### src/rtl/stack_controller_if.sv
// Stack memory bus between stack_controller (master) and the stack RAM (slave).
// The RAM read is combinational: read_data follows read_address in the same cycle.
`ifndef WIDTH
`define WIDTH 16
`endif

interface stack_controller_if #(
   parameter int unsigned DEPTH = 4,
   parameter int unsigned WIDTH = `WIDTH
);
   logic [DEPTH-1:0] mem_read_address;
   logic [WIDTH-1:0] mem_read_data;
   logic             mem_write_enable;
   logic [DEPTH-1:0] mem_write_address;
   logic [WIDTH-1:0] mem_write_data;

   modport master (
      output mem_read_address,
      input  mem_read_data,
      output mem_write_enable,
      output mem_write_address,
      output mem_write_data
   );

   modport slave (
      input  mem_read_address,
      output mem_read_data,
      input  mem_write_enable,
      input  mem_write_address,
      input  mem_write_data
   );
endinterface

### src/rtl/stack_controller.sv
// Pointer and top-of-stack manager for the J2 data/return stacks.
// TOS lives in a register; everything below it lives in the attached stack RAM,
// with sp always addressing NOS. Overflow/underflow are sticky until err_clear.
`ifndef WIDTH
`define WIDTH 16
`endif

module stack_controller #(
   parameter int unsigned DEPTH = 4,
   parameter int unsigned WIDTH = `WIDTH
) (
   input  logic             clock,
   input  logic             active_low_reset,
   input  logic [1:0]       op,
   input  logic [WIDTH-1:0] push_data,
   input  logic             err_clear,
   output logic [WIDTH-1:0] tos,
   output logic [WIDTH-1:0] nos,
   output logic [DEPTH:0]   depth,
   output logic             empty,
   output logic             full,
   output logic             overflow,
   output logic             underflow,
   stack_controller_if.master mem
);

   typedef enum logic [1:0] {
      OP_NOP     = 2'b00,
      OP_PUSH    = 2'b01,
      OP_POP     = 2'b10,
      OP_REPLACE = 2'b11
   } op_e;

   localparam int unsigned    CAPACITY   = (1 << DEPTH) + 1;
   localparam logic [DEPTH:0] FULL_DEPTH = CAPACITY[DEPTH:0];

   op_e              op_q;
   logic [DEPTH-1:0] sp;
   logic [DEPTH:0]   depth_q;
   logic [WIDTH-1:0] tos_q;
   logic             overflow_q;
   logic             underflow_q;
   logic             is_empty;
   logic             is_full;
   logic             has_nos;
   logic             push_ok;
   logic             overflow_evt;
   logic             underflow_evt;

   assign op_q = op_e'(op);

   // Occupancy decode and error-event detection for the current op.
   always_comb begin
      is_empty      = (depth_q == '0);
      is_full       = (depth_q == FULL_DEPTH);
      has_nos       = (depth_q[DEPTH:1] != '0);
      push_ok       = (op_q == OP_PUSH) && !is_full;
      overflow_evt  = (op_q == OP_PUSH) && is_full;
      underflow_evt = ((op_q == OP_POP) || (op_q == OP_REPLACE)) && is_empty;
   end

   // Pointer, TOS, occupancy and sticky error flags.
   always_ff @(posedge clock or negedge active_low_reset) begin
      if (!active_low_reset) begin
         sp          <= '1;
         depth_q     <= '0;
         tos_q       <= '0;
         overflow_q  <= 1'b0;
         underflow_q <= 1'b0;
      end else begin
         case (op_q)
            OP_PUSH: begin
               if (push_ok) begin
                  // First element goes straight into TOS; the RAM only
                  // receives the old TOS once there is one to spill.
                  if (!is_empty) sp <= sp + 1'b1;
                  tos_q   <= push_data;
                  depth_q <= depth_q + 1'b1;
               end
            end
            OP_POP: begin
               if (has_nos) begin
                  tos_q   <= mem.mem_read_data;
                  sp      <= sp - 1'b1;
                  depth_q <= depth_q - 1'b1;
               end else if (!is_empty) begin
                  tos_q   <= '0;
                  depth_q <= '0;
               end
            end
            OP_REPLACE: begin
               if (!is_empty) tos_q <= push_data;
            end
            default: ;
         endcase
         // Set wins over a simultaneous clear.
         overflow_q  <= overflow_evt  | (overflow_q  & ~err_clear);
         underflow_q <= underflow_evt | (underflow_q & ~err_clear);
      end
   end

   assign mem.mem_read_address  = sp;
   assign mem.mem_write_address = sp + 1'b1;
   assign mem.mem_write_data    = tos_q;
   assign mem.mem_write_enable  = active_low_reset && push_ok && !is_empty;

   assign tos       = tos_q;
   assign nos       = has_nos ? mem.mem_read_data : '0;
   assign depth     = depth_q;
   assign empty     = is_empty;
   assign full      = is_full;
   assign overflow  = overflow_q;
   assign underflow = underflow_q;

endmodule

### src/flat_wrapper.sv
// flat-port wrapper written by rule: the top's interface ports become plain ports
module stack_controller_flat 
#(
   parameter int unsigned DEPTH = 4,
   parameter int unsigned WIDTH = `WIDTH
)
  (clock, active_low_reset, op, push_data, err_clear, tos, nos, depth, empty, full, overflow, underflow, mem_mem_read_address, mem_mem_read_data, mem_mem_write_enable, mem_mem_write_address, mem_mem_write_data);
  stack_controller_if #(.DEPTH(DEPTH), .WIDTH(WIDTH)) mem_i ();
  input  logic clock;
  input  logic active_low_reset;
  input  logic [1:0] op;
  input  logic [WIDTH-1:0] push_data;
  input  logic err_clear;
  output logic [WIDTH-1:0] tos;
  output logic [WIDTH-1:0] nos;
  output logic [DEPTH:0] depth;
  output logic empty;
  output logic full;
  output logic overflow;
  output logic underflow;
  output wire logic [$bits(mem_i.mem_read_address)-1:0] mem_mem_read_address;
  input wire logic [$bits(mem_i.mem_read_data)-1:0] mem_mem_read_data;
  output wire logic [$bits(mem_i.mem_write_enable)-1:0] mem_mem_write_enable;
  output wire logic [$bits(mem_i.mem_write_address)-1:0] mem_mem_write_address;
  output wire logic [$bits(mem_i.mem_write_data)-1:0] mem_mem_write_data;
  assign mem_mem_read_address = mem_i.mem_read_address;
  assign mem_i.mem_read_data = mem_mem_read_data;
  assign mem_mem_write_enable = mem_i.mem_write_enable;
  assign mem_mem_write_address = mem_i.mem_write_address;
  assign mem_mem_write_data = mem_i.mem_write_data;
  stack_controller #(.DEPTH(DEPTH), .WIDTH(WIDTH)) u_core (.clock(clock), .active_low_reset(active_low_reset), .op(op), .push_data(push_data), .err_clear(err_clear), .tos(tos), .nos(nos), .depth(depth), .empty(empty), .full(full), .overflow(overflow), .underflow(underflow), .mem(mem_i));
endmodule
### config.mk
export PLATFORM = sky130hd
export DESIGN_NAME = stack_controller_flat
export DESIGN_NICKNAME = d
export VERILOG_FILES = /design/src/rtl/stack_controller_if.sv /design/src/rtl/stack_controller.sv /design/src/flat_wrapper.sv
export SDC_FILE = /design/constraint.sdc
export NUM_CORES = 1
export LEC_CHECK = 0
export ABC_AREA = 0
export CAP_MARGIN = 20
export CORE_MARGIN = 2
export CORE_UTILIZATION = 40
export CTS_BUF_LIST = sky130_fd_sc_hd__clkbuf_4 sky130_fd_sc_hd__clkbuf_8 sky130_fd_sc_hd__clkbuf_16
export CTS_CLUSTER_SIZE = 16
export DETAILED_ROUTE_END_ITERATION = 8
export MAX_ROUTING_LAYER = met4
export PLACE_DENSITY = 0.81
export RECOVER_POWER = 50
export SLEW_MARGIN = 20
export SYNTH_ARGS = -nofsm -noshare
export SYNTH_HDL_FRONTEND = slang
export SYNTH_SLANG_ARGS = --single-unit
### constraint.sdc
create_clock -name clock -period 2.8 [get_ports clock]
set_input_delay 0.7 -clock clock [delete_from_list [all_inputs] [get_ports clock]]
set_output_delay 0.7 -clock clock [all_outputs]
set_load 0.005 [all_outputs]
Word level (Yosys, flattened, before mapping)
Index checks and enable logic that the tools add are counted.

Add/subtract/negate cells: 4. Multiply operators: 0. Div/mod/pow operators: 0. $lt $le $gt $ge: 0. Equal/unequal tests: 9. Shift operators: 0. Multiplexer cells: 14. Bitwise gates (word level): 5. Reductions and logical operators: 15.

Operator list (number): 16-bit two-way mux (5); 16-bit one-hot mux with 3 select lines (1); 5-bit two-way mux (3); 4-bit two-way mux (3); 5-bit one-hot mux with 2 select lines (1); 4-bit one-hot mux with 2 select lines (1); 4-bit AND reduction (2); 5-bit by 1-bit adder with 5-bit output, second input constant (1); 5-bit equality test, second input constant (1); 1-bit logical AND (5); 5-bit zero test (1); 5-bit by 1-bit subtractor with 5-bit output, second input constant (1); 4-bit by 1-bit adder with 4-bit output, second input constant (1); 2-bit equality test, second input constant (2); 2-bit by 1-bit inequality test with 1-bit output, second input constant (2); 2-bit inequality test, second input constant (2); 4-bit nonzero test (1); 4-bit by 1-bit subtractor with 4-bit output, second input constant (1); 3-bit inequality test, second input constant (1); 3-bit AND reduction (1); 3-bit nonzero test (1); 1-bit AND (2); 2-bit by 1-bit equality test with 1-bit output, second input constant (1); 1-bit zero test (2); 4 further kinds (5).

Bits in registers: 27. Latch bits: 0. RAM bits: 0. Bits in read-only memories: 0. Bits of input ports: 37. Output and inout bits: 66. Memories: 0.

Longest topological paths before layout
Gate-level depths: netlist of the first run.

Depth in word-level cells: 5. Gate-level depth with buffers: 9. Depth with buffers taken out: 7.

Worst setup path after synthesis of the first run
No wires, ideal clock.

Path type: register to output. Start: register u_core.depth_q[1], in the netlist u_core.depth[1]. End: output port mem_mem_write_enable. Data arrival time: 1.766 ns. Data required time: 2.100 ns. Setup slack: 0.334 ns. Cell stages (with the launch flop): 9. Path through: dfrtp_1 clkbuf_1 inv_1 ha_1 nand4bb_1 inv_1 nor2_1 buf_2 and3_1.

Cells in the longest elaborated chain, start to end: 5.

RTL lines: from (decl) (RTL line stack_controller.sv:39) `logic [DEPTH:0] depth_q;`; from (signal assigned) (RTL line stack_controller.sv:78) `depth_q <= depth_q + 1'b1;`; from (signal assigned) (RTL line stack_controller.sv:85) `depth_q <= depth_q - 1'b1;`; 5-bit equality test (RTL line stack_controller.sv:55) `is_full = (depth_q == FULL_DEPTH);`; net full (RTL line flat_wrapper.sv:18) `output logic full;`; 1-bit zero test (RTL line stack_controller.sv:57) `push_ok = (op_q == OP_PUSH) && !is_full;`; 1-bit logical AND (RTL line stack_controller.sv:57); 1-bit logical AND (2 in a row) (RTL line stack_controller.sv:105) `assign mem.mem_write_enable = active_low_reset && push_ok && !is_empty;`; to (decl) (RTL line flat_wrapper.sv:23) `output wire logic [$bits(mem_i.mem_write_enable)-1:0] mem_mem_write_enable;`.

The timed path passes the listed nets, and every way through them passes these cells.

Final worst setup path of the first run
Start: input port op[0]. End: output port mem_mem_write_enable.

Cells in the longest elaborated chain, start to end: 4.

RTL lines: from (decl) (RTL line flat_wrapper.sv:11) `input logic [1:0] op;`; 2-bit by 1-bit equality test with 1-bit output (RTL line stack_controller.sv:57); 1-bit logical AND (RTL line stack_controller.sv:57); 1-bit logical AND (2 in a row) (RTL line stack_controller.sv:105).

Every way passes these cells.

==> results.txt, run 1 <==
top post-synthesis cells by area - dfrtp_1 (29%), mux2i_1 (8.1%), buf_4 (6.9%)
Worst Path Max Fanout - 2
status - complete, no violations
clk_skew - 0.00412 ns
total nets after synthesis - 243
first-iteration detailed-routing DRC count - 66
post-DP HPWL - 3710 µm
RSZ-0062 raised after global routing - false
Reg2Reg Setup Slack - 0.82 ns
Root Driver - clkbuf_8
Hold WC Path Type - register to register
chip height - 74.2 µm
Max Fclk - 0.363 GHz
worst-skew pair later-pin latency - 0.26 ns
Util after Layout - 0.652
leakage power - 1.17 nW
layout cell share with drive strength beyond 1 - 0.193
P_int - 1.38 mW
min cycle time layout - 2.75 ns
placed cell area - 2990 µm²
Distinct cells, synth - 43
max-capacitance violation count - 0
via count - 1,789
starting density of the core - 0.417
first-pass GRT wire length - 8140 µm
1st-pass router iterations - 4
Max H-tree Level - 1
NumNets Final - 333
asr flop ratio synth - 1.00
Design Area, Final - 3080 µm²
Combinational Power Share - 0.585
crit end category - output pin
pin count of the biggest net entering global routing - 28
Bufs on Longest Clock Path - 2
final worst path period share - 0.983
die area - 5510 µm²
number of global-route vias before repair - 1,762
Synth top area share - 0.292
gr ovfl total - 0
cts hold-fix bufs - 0
worst vdd ir - 0.266 mV
final setup TNS - 0 ns
gpl congestion - 0.819
DRC - 0
I/O Pins - 103
DIE WIDTH - 74.2 µm
Area Overhead vs Synth - 56.3%
Top FF cell, synth - dfrtp_1
endpoints failing setup - 0
core area - 4720 µm²
FF+latch count, synth - 27
Startpoint Class - primary input
Post-synth EDFFs - 0
Commonest cells post-synth - dfrtp_1 (23), buf_4 (18), and2_1 (16), mux2i_1 (16), a21oi_1 (13)
sequential fraction of the synthesis area - 0.345
vias per cell - 5.01
Fin Hold WS - 0.529 ns
Ant. Diodes - 0
CTS tree - built
NetSw - 0.719 mW
WP data required - 2.10 ns
final hold violation count - 0
PwrDens - 683 nW/µm²
critical path class - primary input to output pin
most numerous cell in the Yosys netlist - dfrtp_1
Clock Sinks - 27
Seq pwr share - 0.308
cell taking the most area after synthesis - dfrtp_1
Synth Instances - 201
clk slew on worst S/H paths - 0.09 ns
wirelength, routed - 4970 µm
Slew Limit Fails - 0
gr usage total - 0.192
synthesized cell area - 1970 µm²
Wirelength per Cell - 13.9 µm
Switching Fraction - 0.342
Worst-Margin Slew - 1.47 ns
WP data arrival - 2.05 ns
total CTS buffers - 3
antenna violations before repair - 0
Port Buf Inserts - 102
FP Rows - 25
yosys warns - 0
Slew headroom - 0.0224
antenna-violating nets left - 0
Avg Inst Size Synth - 9.81 µm²
Clock power frac - 0.107
## power by group through the flow
stage / sequential [mW] / combinational (mW) / clock [mW]
floorplan: 0.647 / 0.605 / 0
global placement: 0.652 / 1.20 / 0
detailed placement: 0.660 / 1.22 / 0
CTS: 0.652 / 1.23 / 0.236
global route: 0.667 / 1.35 / 0.254
finish: 0.647 / 1.23 / 0.225
## cells in the final DEF, fill, tap and decap left out, types with 2 or more instances in the layout
cell	Yosys	routed
a211oi_1	6	6
a211oi_2	10	10
a21oi_1	13	13
a21oi_2	10	10
and2_1	16	16
buf_12	0	2
buf_4	18	12
clkbuf_8	0	3
clkdlybuf4s50_1	0	72
dfrtp_1	23	23
dfstp_2	4	4
dlygate4sd3_1	0	30
ha_1	5	4
inv_1	8	6
inv_2	0	2
mux2i_1	16	16
nand2_1	7	7
nand2b_1	5	4
nand3_1	3	3
nor2_1	5	4
nor3_1	3	3
o21ai_0	3	3
o22ai_1	2	2
o311ai_0	2	2
xnor2_1	4	4
xor2_1	3	3
## state kept, by name, indices dropped and copies added, names as in the netlist
register	flops
u_core.overflow	1
u_core.mem.mem_read_address	4
u_core.mem.mem_write_data	16
u_core.depth	5
u_core.underflow	1
## through the flow
step / worst slack (ns) / power (mW) / cells
2_1_floorplan: 0.334 / 1.25 / 201
3_3_place_gp: 0.0558 / 1.85 / 351
3_5_place_dp: 0.0419 / 1.88 / 351
4_1_cts: 0.00847 / 2.12 / 356
5_1_grt: 0.00202 / 2.27 / 357
6_report: 0.0482 / 2.10 / 357
## per-layer routing
layer | vias to the layer above | GRT usage | wire length (µm)
li1 | 879 | - | -
met1 | 836 | 0.229 | 2060
met2 | 69 | 0.352 | 2630
met3 | 5 | 0.0271 | 250
met4 | 0 | 0.0238 | 27
met5 | - | - | 0
## final cells by class
type	instances	area (µm²)
repair buffers	117	1150
fillers	401	1640
flip-flops and latches	27	681
clock buffers	4	48.8
well taps	67	83.8
multi-input cells	133	1070
inverters	9	38.8
## worst max-delay path: stages
cell and delay (ns):
clkdlybuf4s50_1 0.55, nand2b_4 0.07, nor2_2 0.09, and3_1 0.15
clkdlybuf4s50_1 0.49
## repair_timing
item,4_1_cts,5_1_grt
setup endpoints to repair,1,18
resized for setup,0,9
pin swaps,0,0
setup buffers,1,1
## path summary, 6_finish.rpt
| check | endpoint | start | depth (start not counted) |
|---|---|---|---|
| worst max-delay path | mem_mem_write_enable | op[0] | 5 |
| min in group asynchronous | u_core.underflow | active_low_reset | 2 |
| worst min register to register | u_core.underflow | u_core.underflow | 2 |
| worst max register to register | u_core.mem.mem_write_data[2] | u_core.depth[1] | 8 |
| worst min-delay path | u_core.underflow | u_core.underflow | 2 |
| max in group asynchronous | u_core.mem.mem_write_data[6] | active_low_reset | 2 |
## kinds of logic (layout without fill, tap and decap cells)
family                     Yosys count  in the layout  synth area share
muxes                               16             16            0.0812
AOI/OAI and AO/OA                   56             56             0.239
and+or+nand+nor                     49             49             0.148
buffers and inverters               41            130             0.124
xor gates and xnor gates             7              7            0.0311
DFF                                 27             27             0.345
adders and majority gates            5              5            0.0317
(Power assumes the default switching activity.)
==> run 2: changes to the inputs <==
--- a/config.mk
+++ b/config.mk
@@ -15,7 +15,6 @@
 export MAX_ROUTING_LAYER = met4
 export PLACE_DENSITY = 0.81
 export RECOVER_POWER = 50
-export SLEW_MARGIN = 20
 export SYNTH_ARGS = -nofsm -noshare
 export SYNTH_HDL_FRONTEND = slang
 export SYNTH_SLANG_ARGS = --single-unit
==> results of run 2 <==
Same layout as run 1: the final DEF is identical, and so are final timing and power.
==> run 3: changes to the inputs <==
--- a/config.mk
+++ b/config.mk
@@ -7,7 +7,6 @@
 export LEC_CHECK = 0
 export ABC_AREA = 0
 export CAP_MARGIN = 20
-export CORE_MARGIN = 2
 export CORE_UTILIZATION = 40
 export CTS_BUF_LIST = sky130_fd_sc_hd__clkbuf_4 sky130_fd_sc_hd__clkbuf_8 sky130_fd_sc_hd__clkbuf_16
 export CTS_CLUSTER_SIZE = 16
==> run 3 against run 2 <==
Against the previous run:
- utilization rose by 0.56 points
- global-route usage rose by 0.94 points
- combinational power rose by 3%
- critical path type is now register to output pin
- register-to-register slack got worse by 0.12 ns
- the run now ends with design-rule violations left
- critical path depth did not move
- worst setup slack improved by 0.0024 ns
- sequential share of layout area fell by 0.066 points
- critical endpoint is now empty
- clock-buffer cell count fell by 1
- non-clock buffer count rose by 7
- clock skew barely moved
==> results.txt, run 3 (synthesis results as in run 1) <==
status - finished, violations left
failing checks - design-rule violations
clk slew on worst S/H paths - 0.09 ns (about the same)
post-DP HPWL - 3670 µm (-0.95%)
met1 global-route usage - 0.256 (+0.0268)
Reg2Reg Setup Slack - 0.70 ns (-0.12 ns)
first-iteration detailed-routing DRC count - 168 (+150%)
pin count of the biggest net entering global routing - 28 (unchanged)
critical path class - register to output pin
Worst Path Max Fanout - 4 (+2)
core area - 4720 µm² (unchanged)
Port Buf Inserts - 102 (unchanged)
crit end category - output pin
I/O Pins - 103 (unchanged)
commonest non-fill, non-tap cell in the layout - clkdlybuf4s50_1
PwrDens - 692 nW/µm² (+1.3%)
layout cell share with drive strength beyond 1 - 0.222 (+0.0291)
gpl congestion - 0.793 (-3.2%)
starting density of the core - 0.417 (unchanged)
total CTS buffers - 3 (unchanged)
die area - 5210 µm² (-5.3%)
gr ovfl total - 0 (unchanged)
worst hold endpoint - u_core.mem.mem_read_address[1]
antenna violations before repair - 0 (unchanged)
worst vdd ir - 0.354 mV (+33%)
cts hold-fix bufs - 0 (unchanged)
Wirelength per Cell - 13.8 µm (-1.2%)
CTS tree - built
chip height - 72.2 µm (-2.7%)
Max H-tree Level - 1 (unchanged)
met2 usage - 0.349 (-0.00327)
fin cells - 364 (+2.0%)
1st-pass router iterations - 8 (+4)
Slew headroom - 0.0426 (+0.0202)
Bufs on Longest Clock Path - 2 (unchanged)
HP Start - u_core.mem.mem_read_address[1]
max FFs per register - 16 (unchanged)
first-pass GRT wire length - 8230 µm (+1.1%)
via count - 1,853 (+3.6%)
final worst path period share - 0.982 (about the same)
wirelength, routed - 5010 µm (+0.77%)
DIE WIDTH - 72.2 µm (-2.7%)
number of global-route vias before repair - 1,759 (-0.17%)
leakage power - 1.21 nW (+3.6%)
Slew Limit Fails - 0 (unchanged)
overall power - 2.15 mW (+2.2%)
vias per cell - 5.09 (+1.6%)
most frequent cells in the layout - clkdlybuf4s50_1 (69), dlygate4sd3_1 (31), dfrtp_1 (20)
Critical Path Start - u_core.depth[1]
Area Overhead vs Synth - 57.6%
antenna-violating nets left - 0 (unchanged)
Register-to-Register Path Depth - 7 (-1)
met3 Use GR - 0.0292 (+0.00207)
endpoints failing setup - 0 (unchanged)
Cells after DPL - 352 (+0.28%)
Worst R2R End - u_core.mem.mem_write_data[14]
Startpoint Class - register
Ant. Diodes - 0 (unchanged)
Max Fclk - 0.364 GHz (about the same)
CP cell instances - inv_2, ha_2, or4b_4, clkinv_4, clkdlybuf4s50_1
Clock Sinks - 27 (unchanged)
Root Driver - clkbuf_8
DRC - 2 (+2)
Worst-Margin Slew - 1.44 ns (-0.0303 ns)
Crit path largest cell delay - 0.51 ns (-0.04 ns)
hold depth - 2 (unchanged)
Worst path slowest cell - or4b_4
gr usage total - 0.201 (+0.00938)
FP Rows - 25 (unchanged)
final hold violation count - 0 (unchanged)
Hold WC Path Type - register to register
WP data arrival - 2.05 ns (about the same)
max-capacitance violation count - 0 (unchanged)
worst r2r src - u_core.depth[2]
WP data required - 2.10 ns (about the same)
clk_skew - 0.00455 ns (+0.000429 ns)
min cycle time layout - 2.75 ns (-0.00245 ns)
GR peak layer - met2
NumNets Final - 340 (+2.1%)
worst-skew pair later-pin latency - 0.27 ns (about the same)
==> run 3: cell types whose count changed in the layout (fill, tap and decap cells not counted), moves of 2 or more <==
cell | previous run | this run
buf_4 | 12 | 18
dlymetal6s2s_1 | 0 | 2
dfrtp_2 | 0 | 3
clkdlybuf4s50_1 | 72 | 69
dfrtp_1 | 23 | 20
==> run 3: worst max path at each step <==
stage	slack [ns]	endpoint	depth (start not counted)
5_1_grt	-0.003	nos[4]	4
2_1_floorplan	0.33	mem_mem_write_enable	8
3_5_place_dp	0.03	mem_mem_write_enable	5
6_report	0.05	empty	5
3_3_place_gp	0.04	mem_mem_write_enable	5
4_1_cts	0.01	mem_mem_write_enable	5
==> run 3: critical path, delay by kind of cell (launching register included) <==
family	cells	cell delay, ns
buffers and inverters	3	0.66
adder cells (fa/ha/maj)	1	0.18
AND/OR/NAND/NOR	1	0.51
flip-flops	1	0.45
==> run 3: repair_timing <==
| action | 4_1_cts | 5_1_grt |
|---|---|---|
| setup buffers | 4 | 4 |
| pin swaps | 0 | 1 |
| endpoints found under the setup margin | 14 | 18 |
| cloned | 0 | 0 |
| resized for setup | 1 | 12 |
==> run 3: per-stage QoR <==
step                      hold WS, ns   util  setup WS [ns]  instance area (µm²)  setup TNS (ns)
final                           0.521  0.658         0.0506                 3110               0
after global routing            0.552  0.658       -0.00276                 3110        -0.00276
after CTS                       0.521  0.647         0.0126                 3060               0
after detailed placement        0.505  0.631         0.0346                 2980               0
after global placement          0.503  0.631         0.0429                 2980               0
after floorplan                 0.404      -          0.334                 1970               0
==> run 3: layout make-up <==
cell class | instances | area (µm²)
clock inverter | 1 | 5.00
fill | 389 | 1620
clock buffer | 3 | 41.3
multi-input combinational | 133 | 1060
timing repair buffer | 124 | 1200
sequential | 27 | 684
tap | 67 | 83.8
inverter | 9 | 38.8
==> run 3: routing by layer <==
layer	vias to the layer above	wire length (µm)
met4	0	10
met1	879	2120
met5	-	0
met2	80	2630
li1	892	-
met3	2	248
==> run 3: where the power goes <==
| part | internal (mW) | total (mW) | switching (mW) | leakage [nW] |
|---|---|---|---|---|
| Combinational | 0.778 | 1.27 | 0.491 | 0.882 |
| Clock | 0.0995 | 0.219 | 0.119 | 0.0255 |
| Sequential | 0.530 | 0.662 | 0.132 | 0.306 |
| Total | 1.41 | 2.15 | 0.743 | 1.21 |
